`src/rtl/regfile_wb_arb.sv`:
```
// regfile_wb_arb: round-robin arbiter for the register-file write port with a registered output stage; REGFILE_WB_FWD_EN enables the bypass comparators
module regfile_wb_arb #(
  parameter int WIDTH = 32,
  parameter int DEPTH = 32,
  parameter int NREQ  = 3,
  localparam int ADDR = $clog2(DEPTH)
) (
  input  logic                   clk,
  input  logic                   reset,
  input  logic                   hold,
  input  logic [NREQ-1:0]        req_valid,
  output logic [NREQ-1:0]        req_ready,
  input  logic [NREQ*ADDR-1:0]   req_wreg,
  input  logic [NREQ*WIDTH-1:0]  req_wdata,
  output logic                   regwrite,
  output logic [ADDR-1:0]        wreg,
  output logic [WIDTH-1:0]       wdata,
  input  logic [ADDR-1:0]        fwd_reg1,
  input  logic [ADDR-1:0]        fwd_reg2,
  output logic                   fwd_hit1,
  output logic                   fwd_hit2,
  output logic [WIDTH-1:0]       fwd_data1,
  output logic [WIDTH-1:0]       fwd_data2
);
  localparam int LW = $clog2(NREQ);
  logic [LW-1:0] last, gnt, idx;
  logic found;
  logic xfer;
  logic [ADDR-1:0] sel_wreg;
  logic [WIDTH-1:0] sel_wdata;
  // search from last+1 upward with wrap; the nearest valid requester wins
  always_comb begin
    gnt = last;
    idx = last;
    found = 1'b0;
    for (int k = NREQ; k >= 1; k--) begin
      idx = LW'((int'(last) + k) % NREQ);
      if (req_valid[idx]) begin
        gnt = idx;
        found = 1'b1;
      end
    end
    req_ready = (found && !hold && !reset) ? (NREQ'(1) << gnt) : '0;
  end
  assign xfer = |req_ready;
  assign sel_wreg = req_wreg[int'(gnt)*ADDR +: ADDR];
  assign sel_wdata = req_wdata[int'(gnt)*WIDTH +: WIDTH];
  // stage the granted write; register 0 completes the handshake but never writes
  always_ff @(posedge clk or posedge reset) begin
    if (reset) begin
      last <= LW'(NREQ - 1);
      regwrite <= 1'b0;
      wreg <= '0;
      wdata <= '0;
    end else if (xfer) begin
      last <= gnt;
      regwrite <= sel_wreg != '0;
      wreg <= sel_wreg;
      wdata <= sel_wdata;
    end else begin
      regwrite <= 1'b0;
    end
  end
`ifdef REGFILE_WB_FWD_EN
  assign fwd_hit1 = regwrite && (wreg == fwd_reg1) && (fwd_reg1 != '0);
  assign fwd_hit2 = regwrite && (wreg == fwd_reg2) && (fwd_reg2 != '0);
  assign fwd_data1 = fwd_hit1 ? wdata : '0;
  assign fwd_data2 = fwd_hit2 ? wdata : '0;
`else
  logic unused_fwd;
  assign unused_fwd = ^{fwd_reg1, fwd_reg2};
  assign fwd_hit1 = 1'b0;
  assign fwd_hit2 = 1'b0;
  assign fwd_data1 = '0;
  assign fwd_data2 = '0;
`endif
endmodule
```
`config.mk`:
```
export PLATFORM = sky130hd
export DESIGN_NAME = regfile_wb_arb
export DESIGN_NICKNAME = d
export VERILOG_FILES = /design/src/rtl/regfile_wb_arb.sv
export SDC_FILE = /design/constraint.sdc
export NUM_CORES = 1
export LEC_CHECK = 0
export CAP_MARGIN = 20
export CELL_PAD_IN_SITES_DETAIL_PLACEMENT = 1
export CELL_PAD_IN_SITES_GLOBAL_PLACEMENT = 1
export CORE_MARGIN = 4
export CORE_UTILIZATION = 26
export DETAILED_ROUTE_END_ITERATION = 16
export PLACE_DENSITY = 0.92
export SLEW_MARGIN = 15
export SYNTH_ARGS = -nofsm -noshare
export SYNTH_HDL_FRONTEND = slang
export SYNTH_SLANG_ARGS = --single-unit
```
`constraint.sdc`:
```
create_clock -name clk -period 4.3 [get_ports clk]
set_input_delay 0.43 -clock clk [delete_from_list [all_inputs] [get_ports clk]]
set_output_delay 0.43 -clock clk [all_outputs]
set_load 0.01 [all_outputs]
```
* Word level (Yosys, flattened, before mapping)
Cells that the tools add are included.
** Cells by class
- Mux-type cells :: 14
- Div/mod/pow operators :: 3
- $add $sub $neg :: 3
- Reductions and logical operators :: 6
- Shifts and indexed selects :: 3
- Multiply operators :: 1
- Magnitude comparators :: 3
** Operator list (count)
- $mod 32x3->32 const B :: 3
- $shiftx 96x8->32 :: 1
- $shiftx 15x6->5 :: 1
- $lt 2x3->1 const B :: 3
- $mux 1 :: 7
- $add 2x2->3 const B :: 2
- $bmux 1 s2 :: 3
- $mux 2 :: 3
- $mul 2x3->5 const B :: 1
- $reduce_bool 5->1 :: 1
- $add 2x1->3 const B :: 1
- $mux 3 :: 1
- $reduce_or 3->1 :: 1
- $shl 1x2->3 const A :: 1
- $logic_and 1x1->1 :: 2
- $logic_not 1->1 :: 2
** Storage, ports and cells
- Input port bits :: 127
- Logic and storage cells :: 37
- Flip-flop bits (word level) :: 40
- Output and inout bits :: 107

* Depth between registers and ports, before layout
Gate-level depths: netlist (run 1).
- Word-level depth :: 12
- Mapped depth :: 12

* Worst setup path before layout (run 1)
Ideal clock, no wire load.
- Kind :: reg2out
- Start point :: reg last[0]
- End point :: out req_ready[0]
- Stages on the path, launching flop included :: 9
- Data required time :: 3870 ps
- Arrival :: 2315 ps
- Setup slack :: 1555 ps
- Path buffers :: 2
- Cells stage by stage :: dfrtp_1 inv_1 ha_1 mux2i_1 o32ai_2 o41ai_4 buf_2 clkbuf_1 nor3_1
** On the way
- Cells in the longest elaborated chain, start to end :: 10
** Ends and longest elaborated chain
- start, declared :: line 26 : logic [LW-1:0] last, gnt, idx;
- start signal, assigned :: line 51 : last <= LW'(NREQ - 1);
- start signal, assigned :: line 56 : last <= gnt;
- $add 2x2->3 :: line 37 : idx = LW'((int'(last) + k) % NREQ);
- $mod 32x3->32 :: line 37
- $bmux 1 s2 :: line 38 : if (req_valid[idx]) begin
- $mux 1 (not written as such) :: line 38
- $mux 1 (3 in a row) :: line 38
- $logic_and 1x1->1 (2 in a row) :: line 43 : req_ready = (found && !hold && !reset) ? (NREQ'(1) << gnt) : '0;
- $mux 3 * :: line 43
- end, declared :: line 12 : output logic [NREQ-1:0] req_ready,
Every way passes the cells marked *; elsewhere a longest branch is shown, timed or not. The select of a mux whose other input is x is not followed.

* Worst setup path after layout (run 1)
- Start point :: reg last[1]
- End point :: out req_ready[1]
Same word-level chain as after synthesis.

==> flow_metrics.tcl, run 1 <==
set metrics [dict create \
    drtIter0Drc 111 \
    yosys.area_share.simple_pct 9.888 \
    yosysMostFrequentCell "buf_4" \
    maxCapViolations 0 \
    ys.flop_type "dfrtp_1" \
    reg2reg_depth 10 \
    fp-row-count 40 \
    fin_worst_skew_ns 0.008411 \
    tns_ns 0 \
    grt_setup_unrepaired "no" \
    multi_input_area_um2 1793 \
    vias_per_cell 4.501 \
    gr-usage-met3_pct 2.991 \
    timing.final.crit_share_pct 89.62 \
    hold_depth 2 \
    cts_max_path_buffers 2 \
    grt_pass1_wl_um 17080 \
    post_cts_buffers 0 \
    pin_count 234 \
    synth_top_family_by_area "compound AO/OA/AOI/OAI gates" \
    dpl-instance-area_um2 4656 \
    max-vdd-ir-drop_uv 294.2 \
    final-setup-viol-count 0 \
    synthMuxAreaShare_pct 13.57 \
    synth_compound_area_share_pct 22.37 \
    ctsHoldBuffers 0 \
    avgSynthCellArea_um2 9.273 \
    htreeDepth 2 \
    fillerInstances 1387 \
    ys_types 50 \
    synthArstFlopShare_pct 100.0 \
    start_kind "flop" \
    wire_per_inst_um 16.70 \
    ant_nets 0 \
    busiest_layer "met2" \
    clk-insertion-delay-late_ns 0.28 \
    synth_top_area_cell "dfrtp_1" \
    finalInstanceArea_um2 4808 \
    finalHoldViolCount 0 \
    syn_area_um2 3227 \
    antenna_found_initial 0 \
    place_hpwl_um 8985 \
    globalRouteOverflowTotal 0 \
    fin_crit_ns 3.854 \
    powerDensity_nw_per_um2 675.8 \
    cp.arrival_ns 3.42 \
    synth_xor_area_share_pct 0 \
    tightest_slew_ns 0.8852 \
    dieArea_um2 14260 \
    max_freq_mhz 259.5 \
    globalplace.congestion 0.8231 \
    grt_pass1_vias 3318 \
    drive_gt1_share_pct 5.253 \
    vias 2984 \
    path_class "flop to output port" \
    slew_viol_final 0 \
    ys_ff_latch 40 \
    drc 0 \
    required_ns 3.87 \
    clock-sinks 40 \
    grt_use_met1_pct 15.61 \
    start_util_pct 26.75 \
    crit_fanout 23 \
    io_buffers 157 \
    synth_edf_count 0 \
    seq_area_um2 1002 \
    status "finished, final reports clean" \
    fp.dieH_um 119.4 \
    cp-end-kind "output port" \
    numCtsBuffers 5 \
    ys_warn_count 0 \
    synth_top_area_share_pct 30.24 \
    grt_util_met2_pct 28.75 \
    grt_start_max_net_pins 45 \
    nets 626 \
    ctsRootBufferMaster "clkbuf_16" \
    cts_resized 0 \
    synth_cells 348 \
    min_path_type "flop to flop" \
    antenna_cells 0 \
    coreArea_um2 12060 \
    grt_usage_pct 14.73 \
    die_w_um 119.4 \
    yosysSeqAreaShare_pct 31.06 \
    synth.area.top_cells "dfrtp_1 30%, buf_4 15%, mux2i_1 12%, a2bb2oi_1 9.5%, o21ai_1 5.7%" \
    drt_first_pass_iters 4 \
    synthToLayoutAreaGrowth_pct 49.01 \
    wirelength_um 11070 \
    slew_headroom_pct 40.90 \
    power_leakage_uw 0.002156 \
    synthAdderAreaFrac_pct 1.551 \
    synth_common_cells "66 x buf_4, 40 x mux2i_1, 39 x dfrtp_1, 38 x nand2_1, 37 x o21ai_1" \
    tritoncts "yes" \
    clkTransAtPathRegs_ns 0.06 \
]
-- path summary, 6_finish.rpt --
kind                       slack, ns           end      from
min reg2reg                     0.48      wdata[4]  wdata[4]
max in group asynchronous       3.03     wdata[14]     reset
min in group asynchronous       0.71      wdata[7]     reset
min                             0.48      wdata[4]  wdata[4]
max                             0.45  req_ready[1]   last[1]
max reg2reg                     0.84     wdata[17]   last[0]
-- stage by stage --
stage	cells	setup WS [ns]	power, uW	hold slack (ns)	util, %
floorplan	413	1.555	2253	0.4973	-
global placement	656	0.8143	2799	0.4667	38.60
detailed placement	656	0.7012	2893	0.4781	38.60
CTS	663	0.4127	3293	0.4921	39.87
global route	663	0.2385	3490	0.5164	39.87
finish	663	0.4465	3249	0.4832	39.87
-- critical path: stages (launching register included) --
cell and delay, ns:
dfstp_2 0.55, inv_1 0.08, ha_1 0.33, nand2b_1 0.22
a21oi_1 0.32, a2bb2oi_2 0.31, nor2_4 0.07, buf_4 0.23
nor2_1 0.25, and2_1 0.23, clkdlybuf4s50_1 0.56
-- flip-flops by register name, indices dropped and copies added (netlist names) --
| name | flops |
|---|---|
| wdata | 32 |
| wreg | 5 |
| last | 2 |
| regwrite | 1 |
-- logic make-up (layout without fill, tap and decap cells) --
kind of cell	after synthesis	in the layout
flip-flops	40	40
AO/OA/AOI/OAI	96	96
multiplexers	43	43
buffers and inverters	97	179
AND/OR/NAND/NOR	67	67
adder cells (fa/ha/maj)	4	4
other	1	66
-- cell usage in the layout (no fill, tap or decap), drive strengths merged, types with 2 or more instances in the layout --
cell / netlist / routed
a21o: 2 / 2
a21oi: 2 / 2
a2bb2oi: 36 / 36
and2: 2 / 2
buf: 79 / 6
clkbuf: 9 / 7
clkdlybuf4s50: 0 / 157
conb: 1 / 66
dfrtp: 39 / 39
ha: 4 / 4
inv: 9 / 9
mux2: 3 / 3
mux2i: 40 / 40
nand2: 38 / 38
nand2b: 2 / 2
nand3: 4 / 4
nor2: 8 / 8
nor2b: 4 / 4
nor3: 4 / 4
o21ai: 40 / 40
o31ai: 2 / 2
o32a: 2 / 2
-- cell type report --
type	instances	share of cell area (%)
Clock buffer	7	3.175
Tap cell	168	4.372
Multi-Input combinational cell	276	37.29
Sequential cell	40	20.84
Timing Repair Buffer	163	33.62
Inverter	9	0.7026
-- where the power goes --
| part | switching, uW | internal, uW |
|---|---|---|
| clock network | 142 | 244 |
| registers | 98.6 | 552 |
| logic | 1120 | 1100 |
| total | 1360 | 1890 |
-- metal layers --
| metal | part of all wire, % | up-vias |
|---|---|---|
| li1 | - | 1392 |
| met1 | 36 | 1463 |
| met2 | 57 | 112 |
| met3 | 5.5 | 17 |
| met4 | 1.8 | 0 |
| met5 | 0 | - |
Note: power is estimated with default switching activity, not from simulation.
==> run 2, diff against run 1 <==
--- a/config.mk
+++ b/config.mk
@@ -5,11 +5,13 @@
 export SDC_FILE = /design/constraint.sdc
 export NUM_CORES = 1
 export LEC_CHECK = 0
+export ABC_CLOCK_PERIOD_IN_PS = 4300
 export CAP_MARGIN = 20
 export CELL_PAD_IN_SITES_DETAIL_PLACEMENT = 1
 export CELL_PAD_IN_SITES_GLOBAL_PLACEMENT = 1
-export CORE_MARGIN = 4
+export CORE_MARGIN = 1
 export CORE_UTILIZATION = 26
+export CTS_CLUSTER_DIAMETER = 120
 export DETAILED_ROUTE_END_ITERATION = 16
 export PLACE_DENSITY = 0.92
 export SLEW_MARGIN = 15
==> flow_metrics.tcl, run 2 (synthesized netlist as in run 1, its figures left out) <==
set metrics [dict create \
    clock-sinks 40 \
    start_kind "flop" \
    fp-row-count 40 \
    drive_gt1_share_pct 5.040 \
    post_cts_buffers 0 \
    place_ws_ns 0.8760 \
    antenna_found_initial 0 \
    max-vdd-ir-drop_uv 283.0 \
    start_util_pct 26.75 \
    place_inst 656 \
    pin_count 234 \
    grt_use_met1_pct 15.99 \
    wire_per_inst_um 15.56 \
    drt_first_pass_iters 4 \
    drtIter0Drc 60 \
    nets 626 \
    p_sw_share_pct 41.85 \
    hold_depth 2 \
    ctsHoldBuffers 0 \
    clk-insertion-delay-late_ns 0.28 \
    antenna_cells 0 \
    grt_start_max_net_pins 72 \
    min_path_type "flop to flop" \
    tns_ns 0 \
    final_common_cell "clkdlybuf4s50_1" \
    ff2ff_setup_slack_ns 0.89 \
    timing.final.crit_share_pct 85.57 \
    htreeDepth 2 \
    grt_setup_unrepaired "no" \
    grt_pass1_vias 3202 \
    die_w_um 113.4 \
    switchingPower_uw 1353 \
    fin_worst_skew_ns 0.005390 \
    slew_headroom_pct 38.26 \
    p_clk_share_pct 11.6 \
    max_freq_mhz 271.8 \
    status "finished, final reports clean" \
    seq_area_um2 1002 \
    grt_util_met2_pct 31.17 \
    cts_resized 0 \
    multi_input_area_um2 1793 \
    vias_per_cell 4.497 \
    powerDensity_nw_per_um2 673.2 \
    grt_usage_pct 15.78 \
    grt_pass1_wl_um 15840 \
    reg2reg_depth 10 \
    largest_register_ffs 32 \
    combPwrFrac_pct 68.4 \
    synthToLayoutAreaGrowth_pct 48.82 \
    largest_register "wdata" \
    finalHoldViolCount 0 \
    slew_viol_final 0 \
    finalNonFillerCells 664 \
    p_int_uw 1880 \
    vias 2986 \
    cts_max_path_buffers 2 \
    reg2reg_to "wdata[17]" \
    io_buffers 157 \
    globalplace.congestion 0.9260 \
    setup_slack_ns 0.6206 \
    place_hpwl_um 8134 \
    largestRegisters "wdata: 32 flops, wreg: 5 flops, last: 2 flops" \
    busiest_layer "met2" \
    ctsRootBufferMaster "clkbuf_16" \
    required_ns 3.87 \
    seqPwrFrac_pct 20.0 \
    tritoncts "yes" \
    globalRouteOverflowTotal 0 \
    power_leakage_uw 0.002151 \
    cp.arrival_ns 3.25 \
    dieArea_um2 12860 \
    fp.dieH_um 113.4 \
    tightest_slew_ns 0.9247 \
    reg2reg_from "last[0]" \
    path_class "flop to output port" \
    final-setup-viol-count 0 \
    ant_nets 0 \
    numCtsBuffers 5 \
    fin_crit_ns 3.679 \
    min-delay-start "wreg[3]" \
    maxCapViolations 0 \
    gr-usage-met3_pct 2.710 \
    crit_fanout 14 \
    drc 0 \
    wirelength_um 10330 \
    fillerInstances 1420 \
    worstHoldEndpoint "wreg[3]" \
    coreArea_um2 12060 \
    clkTransAtPathRegs_ns 0.06 \
    cp-end-kind "output port" \
    final_cell_mix "157 x clkdlybuf4s50_1, 66 x conb_1, 40 x mux2i_1" \
]
==> run 2: critical path, cell delays in order (launching register included) <==
cell and delay [ns]:
dfrtp_1 0.39, inv_1 0.11, ha_1 0.60, mux2i_1 0.33
o32ai_2 0.16, o211a_1 0.26, a31oi_2 0.34, and2_1 0.24
clkdlybuf4s50_1 0.55
==> run 2: routing by layer <==
| layer | up-vias | wire (um) |
|---|---|---|
| met2 | 120 | 5712 |
| met1 | 1442 | 3809 |
| met5 | - | 0 |
| met4 | 0 | 289 |
| li1 | 1402 | - |
| met3 | 22 | 520 |
==> run 2: final cells by class <==
type | instances | share of cell area, %
flip-flops and latches | 40 | 20.87
multi-input cells | 276 | 37.34
well taps | 168 | 4.377
clock buffers | 8 | 3.048
inverters | 9 | 0.7035
repair buffers | 163 | 33.66
==> run 2: worst max-delay path by stage <==
stage / start / end / slack, ns
2_1_floorplan: last[0] / req_ready[0] / 1.55
3_3_place_gp: req_valid[1] / req_ready[1] / 0.93
3_5_place_dp: req_valid[1] / req_ready[1] / 0.88
4_1_cts: last[1] / req_ready[1] / 0.60
5_1_grt: last[1] / req_ready[1] / 0.38
6_report: last[0] / req_ready[1] / 0.62
==> run 2: metrics by stage <==
stage	hold slack (ns)	util [%]	cell area, um^2	total power [uW]
after floorplan	0.4973	-	3471	2253
after global placement	0.4670	38.60	4656	2787
after detailed placement	0.4721	38.60	4656	2886
after CTS	0.4883	39.81	4802	3277
after global routing	0.5199	39.81	4802	3465
final	0.4828	39.81	4802	3233
==> run 2: power by group through the flow <==
| stage | combinational [uW] | clock (uW) | sequential [uW] |
|---|---|---|---|
| 4_1_cts | 2240 | 392 | 648 |
| 3_5_place_dp | 2230 | 0 | 652 |
| 2_1_floorplan | 1540 | 0 | 718 |
| 6_report | 2210 | 376 | 645 |
| 3_3_place_gp | 2150 | 0 | 642 |
| 5_1_grt | 2390 | 402 | 668 |
